<file path="config.mk">
export PLATFORM = sky130hd
export DESIGN_NAME = aes128_key_expand
export DESIGN_NICKNAME = d
export VERILOG_FILES = /design/src/rtl/aes128_pkg.sv /design/src/rtl/aes128_sbox.sv /design/src/rtl/aes128_key_expand.sv
export SDC_FILE = /design/constraint.sdc
export NUM_CORES = 1
export LEC_CHECK = 0
export CAP_MARGIN = 20
export CORE_UTILIZATION = 25
export DETAILED_ROUTE_END_ITERATION = 8
export DONT_BUFFER_PORTS = 1
export GPL_ROUTABILITY_DRIVEN = 0
export PLACE_DENSITY_LB_ADDON = 0.05
export SLEW_MARGIN = 15
export SYNTH_ARGS = -nofsm -noshare
export SYNTH_HDL_FRONTEND = slang
export SYNTH_SLANG_ARGS = --single-unit
export TNS_END_PERCENT = 10
</file>
<file path="constraint.sdc">
create_clock -name CLK -period 7.8 [get_ports CLK]
set_input_delay 1.56 -clock CLK [delete_from_list [all_inputs] [get_ports CLK]]
set_output_delay 1.56 -clock CLK [all_outputs]
set_load 0.02 [all_outputs]
</file>
<file path="src/rtl/aes128_pkg.sv">
// Shared types, constants and the GF(2^8) doubling helper for the AES-128 key schedule.
package aes128_pkg;

    typedef enum logic {
        ST_IDLE = 1'b0,
        ST_EMIT = 1'b1
    } state_e;

    localparam logic [7:0] RCON_INIT = 8'h01;
    localparam logic [7:0] RCON_POLY = 8'h1b;
    localparam logic [3:0] LAST_IDX  = 4'd10;

    // Multiply by x in GF(2^8) modulo the AES polynomial.
    function automatic logic [7:0] xtime(input logic [7:0] x);
        return {x[6:0], 1'b0} ^ (x[7] ? RCON_POLY : 8'h00);
    endfunction

endpackage

</file>
<file path="src/rtl/aes128_sbox.sv">
// Forward AES S-box, purely combinational; four copies form SubWord in the key schedule.
module aes128_sbox (
    input  logic [7:0] byte_i,
    output logic [7:0] byte_o
);

    localparam logic [7:0] SBOX [256] = '{
        8'h63, 8'h7c, 8'h77, 8'h7b, 8'hf2, 8'h6b, 8'h6f, 8'hc5, 8'h30, 8'h01, 8'h67, 8'h2b, 8'hfe, 8'hd7, 8'hab, 8'h76,
        8'hca, 8'h82, 8'hc9, 8'h7d, 8'hfa, 8'h59, 8'h47, 8'hf0, 8'had, 8'hd4, 8'ha2, 8'haf, 8'h9c, 8'ha4, 8'h72, 8'hc0,
        8'hb7, 8'hfd, 8'h93, 8'h26, 8'h36, 8'h3f, 8'hf7, 8'hcc, 8'h34, 8'ha5, 8'he5, 8'hf1, 8'h71, 8'hd8, 8'h31, 8'h15,
        8'h04, 8'hc7, 8'h23, 8'hc3, 8'h18, 8'h96, 8'h05, 8'h9a, 8'h07, 8'h12, 8'h80, 8'he2, 8'heb, 8'h27, 8'hb2, 8'h75,
        8'h09, 8'h83, 8'h2c, 8'h1a, 8'h1b, 8'h6e, 8'h5a, 8'ha0, 8'h52, 8'h3b, 8'hd6, 8'hb3, 8'h29, 8'he3, 8'h2f, 8'h84,
        8'h53, 8'hd1, 8'h00, 8'hed, 8'h20, 8'hfc, 8'hb1, 8'h5b, 8'h6a, 8'hcb, 8'hbe, 8'h39, 8'h4a, 8'h4c, 8'h58, 8'hcf,
        8'hd0, 8'hef, 8'haa, 8'hfb, 8'h43, 8'h4d, 8'h33, 8'h85, 8'h45, 8'hf9, 8'h02, 8'h7f, 8'h50, 8'h3c, 8'h9f, 8'ha8,
        8'h51, 8'ha3, 8'h40, 8'h8f, 8'h92, 8'h9d, 8'h38, 8'hf5, 8'hbc, 8'hb6, 8'hda, 8'h21, 8'h10, 8'hff, 8'hf3, 8'hd2,
        8'hcd, 8'h0c, 8'h13, 8'hec, 8'h5f, 8'h97, 8'h44, 8'h17, 8'hc4, 8'ha7, 8'h7e, 8'h3d, 8'h64, 8'h5d, 8'h19, 8'h73,
        8'h60, 8'h81, 8'h4f, 8'hdc, 8'h22, 8'h2a, 8'h90, 8'h88, 8'h46, 8'hee, 8'hb8, 8'h14, 8'hde, 8'h5e, 8'h0b, 8'hdb,
        8'he0, 8'h32, 8'h3a, 8'h0a, 8'h49, 8'h06, 8'h24, 8'h5c, 8'hc2, 8'hd3, 8'hac, 8'h62, 8'h91, 8'h95, 8'he4, 8'h79,
        8'he7, 8'hc8, 8'h37, 8'h6d, 8'h8d, 8'hd5, 8'h4e, 8'ha9, 8'h6c, 8'h56, 8'hf4, 8'hea, 8'h65, 8'h7a, 8'hae, 8'h08,
        8'hba, 8'h78, 8'h25, 8'h2e, 8'h1c, 8'ha6, 8'hb4, 8'hc6, 8'he8, 8'hdd, 8'h74, 8'h1f, 8'h4b, 8'hbd, 8'h8b, 8'h8a,
        8'h70, 8'h3e, 8'hb5, 8'h66, 8'h48, 8'h03, 8'hf6, 8'h0e, 8'h61, 8'h35, 8'h57, 8'hb9, 8'h86, 8'hc1, 8'h1d, 8'h9e,
        8'he1, 8'hf8, 8'h98, 8'h11, 8'h69, 8'hd9, 8'h8e, 8'h94, 8'h9b, 8'h1e, 8'h87, 8'he9, 8'hce, 8'h55, 8'h28, 8'hdf,
        8'h8c, 8'ha1, 8'h89, 8'h0d, 8'hbf, 8'he6, 8'h42, 8'h68, 8'h41, 8'h99, 8'h2d, 8'h0f, 8'hb0, 8'h54, 8'hbb, 8'h16
    };

    assign byte_o = SBOX[byte_i];

endmodule

</file>
<file path="src/rtl/aes128_key_expand.sv">
// Sequential AES-128 key schedule: one round key per RK handshake, next key computed in one cycle.
// Build option AES_KEYEXP_ZEROIZE_EN clears the working register on every return to IDLE.
module aes128_key_expand
    import aes128_pkg::*;
(
    input  logic         CLK,
    input  logic         RSTB,
    input  logic [127:0] KEY_IN,
    input  logic         KEY_VLD,
    output logic         KEY_RDY,
    input  logic         ABORT,
    output logic [127:0] RK_OUT,
    output logic [3:0]   RK_IDX,
    output logic         RK_LAST,
    output logic         RK_VLD,
    input  logic         RK_RDY
);

`ifdef AES_KEYEXP_ZEROIZE_EN
    localparam logic ZEROIZE = 1'b1;
`else
    localparam logic ZEROIZE = 1'b0;
`endif

    state_e       state_q;
    logic [127:0] work_q;
    logic [3:0]   idx_q;
    logic [7:0]   rcon_q;

    logic [31:0]  w0, w1, w2, w3;
    logic [31:0]  rot_w, sub_w, t_w;
    logic [31:0]  w0_d, w1_d, w2_d, w3_d;
    logic [127:0] work_d;

    assign {w0, w1, w2, w3} = work_q;
    assign rot_w = {w3[23:0], w3[31:24]};

    for (genvar b = 0; b < 4; b++) begin : g_subword
        aes128_sbox u_sbox (
            .byte_i (rot_w[8*b +: 8]),
            .byte_o (sub_w[8*b +: 8])
        );
    end

    assign t_w    = sub_w ^ {rcon_q, 24'h0};
    assign w0_d   = w0 ^ t_w;
    assign w1_d   = w1 ^ w0_d;
    assign w2_d   = w2 ^ w1_d;
    assign w3_d   = w3 ^ w2_d;
    assign work_d = {w0_d, w1_d, w2_d, w3_d};

    // ABORT outranks both handshakes; in IDLE it only blocks key acceptance.
    always_ff @(posedge CLK or negedge RSTB) begin
        if (!RSTB) begin
            state_q <= ST_IDLE;
            work_q  <= '0;
            idx_q   <= '0;
            rcon_q  <= RCON_INIT;
        end else if (ABORT) begin
            if (state_q == ST_EMIT) begin
                state_q <= ST_IDLE;
                if (ZEROIZE) work_q <= '0;
            end
        end else begin
            case (state_q)
                ST_IDLE: begin
                    if (KEY_VLD) begin
                        work_q  <= KEY_IN;
                        idx_q   <= '0;
                        rcon_q  <= RCON_INIT;
                        state_q <= ST_EMIT;
                    end
                end
                ST_EMIT: begin
                    if (RK_RDY) begin
                        if (idx_q == LAST_IDX) begin
                            state_q <= ST_IDLE;
                            if (ZEROIZE) work_q <= '0;
                        end else begin
                            work_q <= work_d;
                            idx_q  <= idx_q + 4'd1;
                            rcon_q <= xtime(rcon_q);
                        end
                    end
                end
                default: state_q <= ST_IDLE;
            endcase
        end
    end

    assign KEY_RDY = (state_q == ST_IDLE);
    assign RK_VLD  = (state_q == ST_EMIT);
    assign RK_LAST = (state_q == ST_EMIT) && (idx_q == LAST_IDX);
    assign RK_OUT  = work_q;
    assign RK_IDX  = idx_q;

endmodule

</file>
==> metrics.txt <==
status=finished clean; Critical Path End Type=flip-flop; CTS tree=done; initial antenna violation count=12; post-synth top area share=0.1610; most common cell after layout, fill and taps aside=a21oi_1; largest net degree at the start of global routing=142; Bufs and invs on worst path=2; Filler Cells Inserted=9480; setup TNS=0 ns; Seq cells post-synth=between 100 and 150; clock latency on the worst-skew pair=a little under 0.5 ns; final critical-path share of the clock period=0.6357; Startpoint Class=flip-flop; syn nets=roughly 3.2k; asr flop ratio synth=1.000; crit-path most repeated cell=xnor2_1; DP Worst Slack=2.955 ns; clk slew on worst S/H paths=about 0.080 ns; die width=297.1 µm; starting DRC count in detailed routing=between 3k and 4k; Hold Crit Class=flip-flop to flip-flop; cell count after synthesis=about 3.0k; total grt overflow=0; final design utilization=0.2666; CP top delay family=compound AO/OA/AOI/OAI gates; drt drc=0; largest area contributor in the netlist=dfrtp_1; layout cells sized above 1=0.09124; sequential-to-total area share from yosys stat=0.1622; total clock sinks=141; clock tree buffer depth=2; final WL=124700 µm; Fmax=roughly 0.2 GHz; Distinct cells, synth=93; die extent in y=approximately 300 µm; CP peak stage delay=0.58 ns; R2R setup slack=between 2 and 3 ns; Worst Hold Path EP=rcon_q[1]$_DFFE_PN0P_; vias in the first global route=between 20k and 25k; Yosys warnings=0; Synth-to-Final Area Change=4.961%; CTS Hold Bufs=0; Layout Cells excl Fill=3899; post-layout min period=4.958 ns; critical path data required time=approximately 8.2 ns; Critical R2R Launch=RK_OUT[17]$_DFFE_PN0P_; DIE AREA=0.08824 mm²; IO Pins=268; cts repair resizes=0; clock skew=~0.017 ns; H-tree depth=4; # rows=between 100 and 150; worst hold stages=2; CTS Root Cell=clkbuf_16; r2r worst-path depth=13; Syn Area/Cell=7.212 µm²; Setup-failing EPs final=0; max-slew violations=0; EDFF count, synth=0; # port buffers=0; worst-path cell chain=buf_4 -> inv_1 -> ha_1 -> nand2b_1 -> a21oi_1 -> o31a_1 -> mux4_2 -> nand2_1 -> o21ai_1 -> xnor2_1 -> xnor2_1 -> mux2i_1 -> a211o_1; Worst EP arrival=about 5.3 ns; Post-DP HPWL=approximately 86000 µm; DP Cell Count=3863; beginning of the worst hold path=rcon_q[1]$_DFFE_PN0P_; actual slew at the worst max-slew pin=between 1 and 1.5 ns; RR Endpoint=RK_OUT[30]$_DFFE_PN0P_; Most used DFF post-synth=dfrtp_1; CTS Buf Count=17; nets@finish=~2.9k; Mapped Area=0.02176 mm²; final hold vios=0; Vias/cell=around 6.5; Worst path slowest cell=ha_1; max_slew headroom=0.3056; max-cap viol count=0; post-CTS setup buffer count=0; worst-path fanout max=between 40 and 50; worst setup path class=flip-flop to flip-flop; final worst slack=2.842 ns; Avg WL per Cell=31.98 µm; first-pass GRT wire length=roughly 180000 µm; detailed-route via count=~25k; largest cells by area after synthesis=dfrtp_1 16%, a21oi_1 6.8%, o21ai_0 5.4%, mux4_2 4.9%, nand2_1 3.9%; Core Footprint=0.08568 mm²; unrepaired setup endpoints after global routing=no; most frequent cells in the layout=293 x a21oi_1, 235 x o21ai_0, 222 x nand2_1, 208 x nor2_1, 123 x dfrtp_1; initial core utilization=0.2540; antenna-violating nets left=0; Total Routing Usage GR=0.2716; drt first pass iters=6
-- metrics by stage --
step                      hold WS (ns)  area, µm²
after floorplan                 0.4926      21760
after global placement          0.5284      22160
after detailed placement        0.5395      22160
after CTS                       0.5590      22830
after global routing            0.5844      22840
final                           0.5566      22840
-- per-layer routing --
metal	routed length, µm	track usage
met1	54390	0.3758
met2	55610	0.4207
met3	11190	0.06186
met4	3402	0.07327
met5	92	0
-- final cells by class --
| type | instances | area [µm²] | area share |
|---|---|---|---|
| multi-input combinational | 2457 | 16450 | 0.7202 |
| sequential | 141 | 3571 | 0.1563 |
| tap | 1144 | 1431 | 0.06266 |
| clock buffer | 19 | 452.9 | 0.01983 |
| clock inverter | 13 | 225.2 | 0.009859 |
| timing repair buffer | 66 | 495.5 | 0.02169 |
| antenna | 4 | 10.01 | 0.0004382 |
| inverter | 55 | 206.4 | 0.009037 |
-- tightest hold or removal path, cell delays in order, from the launching register on --
cell and delay, ns:
dfrtp_1 0.40, nand2_1 0.06, o21ai_0 0.07
-- cells in the mapped netlist (all sizes together) (25+ instances only) --
library cell,count
a311oi,61
nand2,226
nor2,212
inv,45
mux2i,47
ha,62
mux4,47
clkbuf,204
a31oi,59
or2,25
o211ai,45
xor2,39
a22oi,37
a211oi,67
nand2b,90
o22ai,98
a21oi,294
nand3,97
nor2b,69
o311ai,35
o31ai,33
xnor2,81
dfrtp,140
a221oi,25
nor3,93
a31o,25
buf,161
o21ai,239
-- cells by family (layout without fill, tap and decap cells) --
kind of cell             count (synthesis)  after routing  share of synthesized area
multiplexers                           104            104                    0.07560
AO/OA/AOI/OAI                         1234           1234                     0.3805
XOR/XNOR                               121            121                    0.05105
AND/OR/NAND/NOR                        936            936                     0.2103
other                                    0              4                          0
adder cells (fa/ha/maj)                 62             62                    0.03564
buffers and inverters                  420            153                    0.08468
flip-flops                             141            141                     0.1622
-- worst max-delay path by stage --
stage | from | to | slack [ns] | cells after the start
finish | RK_OUT[17]$_DFFE_PN0P_ | RK_OUT[30]$_DFFE_PN0P_ | 2.84 | 13
global route | RK_OUT[17]$_DFFE_PN0P_ | RK_OUT[27]$_DFFE_PN0P_ | 2.66 | 13
CTS | RK_OUT[17]$_DFFE_PN0P_ | RK_OUT[30]$_DFFE_PN0P_ | 2.93 | 13
detailed placement | RK_OUT[17]$_DFFE_PN0P_ | RK_OUT[30]$_DFFE_PN0P_ | 2.95 | 13
global placement | RK_OUT[25]$_DFFE_PN0P_ | RK_OUT[3]$_DFFE_PN0P_ | 2.90 | 12
floorplan | RK_OUT[25]$_DFFE_PN0P_ | RK_OUT[5]$_DFFE_PN0P_ | 3.70 | 15
-- flip-flops by register name, summed over array words and instances, names as in the netlist --
signal and count:
RK_OUT 128, RK_VLD 1, rcon_q 8, RK_IDX 4
Power is not shown: default switching activity piles up to over one toggle a cycle in this logic, so the estimate is an artifact.
